## src/rtl/m14k_ejt_tapfsm.sv

```systemverilog
// EJTAG TAP controller: IEEE 1149.1 TAP state machine plus
// the EJTAG instruction register and its shift path.
module m14k_ejt_tapfsm #(
  parameter int unsigned IR_WIDTH = 5,
  parameter logic [IR_WIDTH-1:0] IR_RESET = 5'h01,
  parameter logic [IR_WIDTH-1:0] IR_CAPTURE = 5'h01
) (
  input  logic                EJ_TCK,
  input  logic                treset,
  input  logic                EJ_TMS,
  input  logic                EJ_TDI,
  output logic [3:0]          tap_state,
  output logic                test_logic_reset,
  output logic                capture_dr,
  output logic                shift_dr,
  output logic                update_dr,
  output logic                capture_ir,
  output logic                shift_ir,
  output logic                update_ir,
  output logic [IR_WIDTH-1:0] ir_inst,
  output logic                ir_tdo,
  output logic                tdo_en
);

  localparam logic [3:0] S_TLR   = 4'hF;
  localparam logic [3:0] S_RTI   = 4'hC;
  localparam logic [3:0] S_SELDR = 4'h7;
  localparam logic [3:0] S_CAPDR = 4'h6;
  localparam logic [3:0] S_SHDR  = 4'h2;
  localparam logic [3:0] S_EX1DR = 4'h1;
  localparam logic [3:0] S_PSDR  = 4'h3;
  localparam logic [3:0] S_EX2DR = 4'h0;
  localparam logic [3:0] S_UPDDR = 4'h5;
  localparam logic [3:0] S_SELIR = 4'h4;
  localparam logic [3:0] S_CAPIR = 4'hE;
  localparam logic [3:0] S_SHIR  = 4'hA;
  localparam logic [3:0] S_EX1IR = 4'h9;
  localparam logic [3:0] S_PSIR  = 4'hB;
  localparam logic [3:0] S_EX2IR = 4'h8;
  localparam logic [3:0] S_UPDIR = 4'hD;

  logic [3:0]          state_q, state_d;
  logic [IR_WIDTH-1:0] sr_q, sr_d;
  logic [IR_WIDTH-1:0] inst_q, inst_d;

  always_comb begin
    state_d = state_q;
    unique case (state_q)
      S_TLR:   state_d = EJ_TMS ? S_TLR   : S_RTI;
      S_RTI:   state_d = EJ_TMS ? S_SELDR : S_RTI;
      S_SELDR: state_d = EJ_TMS ? S_SELIR : S_CAPDR;
      S_CAPDR: state_d = EJ_TMS ? S_EX1DR : S_SHDR;
      S_SHDR:  state_d = EJ_TMS ? S_EX1DR : S_SHDR;
      S_EX1DR: state_d = EJ_TMS ? S_UPDDR : S_PSDR;
      S_PSDR:  state_d = EJ_TMS ? S_EX2DR : S_PSDR;
      S_EX2DR: state_d = EJ_TMS ? S_UPDDR : S_SHDR;
      S_UPDDR: state_d = EJ_TMS ? S_SELDR : S_RTI;
      S_SELIR: state_d = EJ_TMS ? S_TLR   : S_CAPIR;
      S_CAPIR: state_d = EJ_TMS ? S_EX1IR : S_SHIR;
      S_SHIR:  state_d = EJ_TMS ? S_EX1IR : S_SHIR;
      S_EX1IR: state_d = EJ_TMS ? S_UPDIR : S_PSIR;
      S_PSIR:  state_d = EJ_TMS ? S_EX2IR : S_PSIR;
      S_EX2IR: state_d = EJ_TMS ? S_UPDIR : S_SHIR;
      S_UPDIR: state_d = EJ_TMS ? S_SELDR : S_RTI;
      default: state_d = S_TLR;
    endcase
  end

  // TDI enters at the MSB so the instruction is scanned LSB-first
  always_comb begin
    sr_d = sr_q;
    if (state_q == S_CAPIR) begin
      sr_d = IR_CAPTURE;
    end else if (state_q == S_SHIR) begin
      sr_d = {EJ_TDI, sr_q[IR_WIDTH-1:1]};
    end
  end

  always_comb begin
    inst_d = inst_q;
    if (state_q == S_TLR) begin
      inst_d = IR_RESET;
    end else if (state_q == S_UPDIR) begin
      inst_d = sr_q;
    end
  end

  always_ff @(posedge EJ_TCK or posedge treset) begin
    if (treset) begin
      state_q <= S_TLR;
      sr_q    <= IR_CAPTURE;
      inst_q  <= IR_RESET;
    end else begin
      state_q <= state_d;
      sr_q    <= sr_d;
      inst_q  <= inst_d;
    end
  end

  assign tap_state        = state_q;
  assign test_logic_reset = (state_q == S_TLR);
  assign capture_dr       = (state_q == S_CAPDR);
  assign shift_dr         = (state_q == S_SHDR);
  assign update_dr        = (state_q == S_UPDDR);
  assign capture_ir       = (state_q == S_CAPIR);
  assign shift_ir         = (state_q == S_SHIR);
  assign update_ir        = (state_q == S_UPDIR);
  assign ir_inst          = inst_q;
  assign ir_tdo           = sr_q[0];
  assign tdo_en           = shift_dr | shift_ir;

endmodule

```

## config.mk

```make
export PLATFORM = sky130hd
export DESIGN_NAME = m14k_ejt_tapfsm
export DESIGN_NICKNAME = d
export VERILOG_FILES = /design/src/rtl/m14k_ejt_tapfsm.sv
export SDC_FILE = /design/constraint.sdc
export NUM_CORES = 1
export LEC_CHECK = 0
export ABC_AREA = 1
export CAP_MARGIN = 20
export CORE_ASPECT_RATIO = 0.9
export CORE_MARGIN = 2
export CORE_UTILIZATION = 47
export CTS_BUF_LIST = sky130_fd_sc_hd__clkbuf_8
export CTS_CLUSTER_SIZE = 28
export DETAILED_ROUTE_END_ITERATION = 10
export PLACE_DENSITY = 0.81
export SLEW_MARGIN = 25
export SYNTH_ARGS = -nofsm -noshare
export SYNTH_HDL_FRONTEND = slang
export SYNTH_SLANG_ARGS = --single-unit
```

## constraint.sdc

```tcl
create_clock -name EJ_TCK -period 1.41 [get_ports EJ_TCK]
set_clock_uncertainty 0.15 [all_clocks]
set_input_delay 0.282 -clock EJ_TCK [delete_from_list [all_inputs] [get_ports EJ_TCK]]
set_output_delay 0.282 -clock EJ_TCK [all_outputs]
set_load 0.03 [all_outputs]
```

==> parameters.txt <==
Parameter                              Value

Synth
  Register bit total from synthesis    14
  Top cell type's share of synthesized area    28.5%
  Yosys synthesis warning count    0
  Number of nets in the synthesized netlist    88
  Area contributors post-synth    dfrtp_1, dfstp_2, nand2_1, inv_1, nor2_1
  Mean area per synthesized cell    8.36 um^2
  Cells after synthesis    84
  Summed instance area of the synthesized netlist    702 um^2
  Part of the Yosys area used for sequential elements    51.0%
  Post-synthesis cell type count    18
  Dominant cell type by area after synthesis    dfrtp_1

Floorplanning
  Row cnt    13
  Number of ports placed on the die boundary    22
  Horiz. Die Dim    44.7 um
  Starting density of the core    49.6%
  Die outline height    40.7 um
  Overall die area    1820 um^2
  Std-Cell Core Area    1420 um^2

Power
  Overall power of the completed layout    3280 uW
  Maximum vdd drop    0.00188 V
  Sw Share    47.6%
  Total power per unit cell area    2600 nW/um^2
  Net switching power of the design    1560 uW
  Leakage power    0.000609 uW
  Gate power share    63.3%
  Internal Dissipation    1720 uW
  Share of power burned in the clock network    10.5%
  Share of power burned in registers    26.2%

CTS
  Count of clock tree sinks    14
  H-tree levels    1
  Insertion delay to the later sink of the worst-skew pair    0.25 ns
  Number of buffers created by CTS    3
  Post-CTS Hold Buffers    0
  Buffer type at the clock tree root    clkbuf_8
  CTS clock-pin slew for the worst setup and hold paths    0.06 ns
  Number of buffers on the longest clock path    2
  CTS tree    done

Routing
  DR vias/cell    5.19
  Number of DRC markers in iteration 0    21
  Final routed DRC violation total    0
  Average detailed-routed wire length per instance    16.4 um
  Detail Route Antenna Nets    0
  Total wire length after detailed routing    2360 um
  First-pass detailed-route iteration total    4
  Vias    747

Global routing
  GR Layer Usage met1    31.4%
  Gr busiest metal    met2
  Global-route total usage across every layer    23.8%
  Overflow left after global routing    0
  Wire length of the first global-routing pass    2920 um
  Antenna violations before repair    0
  Routing usage on met3    9.69%
  Largest net degree at the start of global routing    15
  Via count of the first global-routing pass    647
  Fraction of met2 tracks used by global routing    35.1%

STA
  Setup repair after global routing missed its margin    true
  Setup violation total in the final timing report    22
  Ratio of final minimum period to clock period    122%
  Final setup slack of the worst path    -0.317 ns
  Max Transition Viols Final    0
  Highest clock frequency the design can meet    579 MHz
  Final TNS setup    -3.44 ns
  Final Hold Fails    0
  Slew at the pin closest to its max-slew limit    0.270 ns
  Minimum period implied by the final worst setup slack    1.73 ns
  Normalized max-slew margin    82.0%

Placed design
  Total instance count after detailed placement    133
  Count of port buffers added during placement    21
  Final GP Congestion    0.801
  Setup slack at placement    -0.0559 ns
  DPL Wire Length    1310 um

Setup path
  Maximum net fanout on the critical path    6
  Capturing element type of the critical path    primary output
  Type of the worst setup path    flop to primary output
  Worst-case reg-to-reg path depth    6
  CP Data Arrival Time    1.29 ns
  Required time of the critical path    0.98 ns
  Setup slack on the worst flop-to-flop path    -0.07 ns
  Worst R2R Start    tap_state[3]
  Startpoint type of the worst setup path    flop
  R2R Path End    tap_state[1]

Final layout
  Final Instance Count excl. Fillers    144
  Post-layout net count    134
  Signed area change from the synthesized netlist to the final layout    79.9%
  Antenna diode count    0
  Most common cell after layout, fill and taps aside    buf_4
  Proportion of layout cells with a drive suffix above 1    56.6%
  Top library cells by usage in the layout, fill and taps aside    buf_4, buf_6, nand2_1

Run status
  Result of the run    finished, violations left
  Failing checks    setup timing

Hold path
  Classification of the worst-slack hold path    primary input to asynchronous set/reset pin

Run
  Max capacitance violation total    0
power by group through the flow:
stage	clock (uW)	sequential [uW]	combinational (uW)
2_1_floorplan	0	1010	854
3_3_place_gp	0	806	1600
3_5_place_dp	0	822	1640
4_1_cts	334	832	1890
5_1_grt	369	874	2180
6_report	345	861	2080
flip-flops by register name, indices dropped and copies added, names as in the netlist:
name	cells
tap_state	4
sr_q	5
ir_inst	5
critical path: stages, from the launching register on:
cell and delay (ns):
dfstp_2 0.69, inv_2 0.10, nand2_4 0.08, nor2_4 0.04, buf_6 0.13
synth_stat cells:
cell type	n
nor2_4	2
nor2_2	2
o21ai_0	7
and2_1	1
dfrtp_1	8
a21boi_1	1
nor2_1	10
nand2_2	1
inv_2	2
o21ai_2	4
a21oi_1	1
inv_1	11
nand2_4	1
buf_6	1
nand2_1	20
nor3_1	1
nand3_1	5
dfstp_2	6
metrics by stage:
stage	util (%)	hold slack, ns	instance area [um^2]
after floorplan	-	0.0169	791
after global placement	75.2	0.308	1060
after detailed placement	75.2	0.321	1060
after CTS	86.1	0.193	1220
after global routing	89.2	0.202	1260
final	89.2	0.175	1260
layout make-up:
cell class,instances,area (um^2)
Clock inverter,1,3.75
Tap cell,15,18.8
Sequential cell,14,362
Fill cell,69,153
Clock buffer,3,41.3
Multi-Input combinational cell,56,393
Inverter,13,53.8
Timing Repair Buffer,42,390
logic make-up after synthesis:
| logic type | after synthesis | synth area share [%] |
|---|---|---|
| and+or+nand+nor | 43 | 28.7 |
| DFF | 14 | 51.0 |
| buffers and inverters | 14 | 8.56 |
| AOI/OAI and AO/OA | 13 | 11.8 |
what timing repair did:
item	CTS	global route
pin swaps	9	4
resized for setup	23	11
buffers inserted	4	3
setup endpoints to repair	22	25
endpoints found under the hold margin	0	0
routing by layer:
layer	wire length [um]	vias up
met5	0	-
li1	-	353
met3	154	8
met2	1190	30
met1	981	356
met4	37	0
worst max-delay path by stage:
stage | endpoint | slack [ns] | cells past startpoint | from
finish | shift_ir | -0.32 | 4 | tap_state[2]
global route | shift_ir | -0.34 | 4 | tap_state[2]
CTS | capture_dr | -0.28 | 3 | tap_state[2]
detailed placement | capture_dr | -0.06 | 4 | tap_state[3]
global placement | update_dr | -0.04 | 4 | tap_state[3]
floorplan | shift_dr | -0.12 | 2 | tap_state[1]
Power figures use the tool's default switching activity.
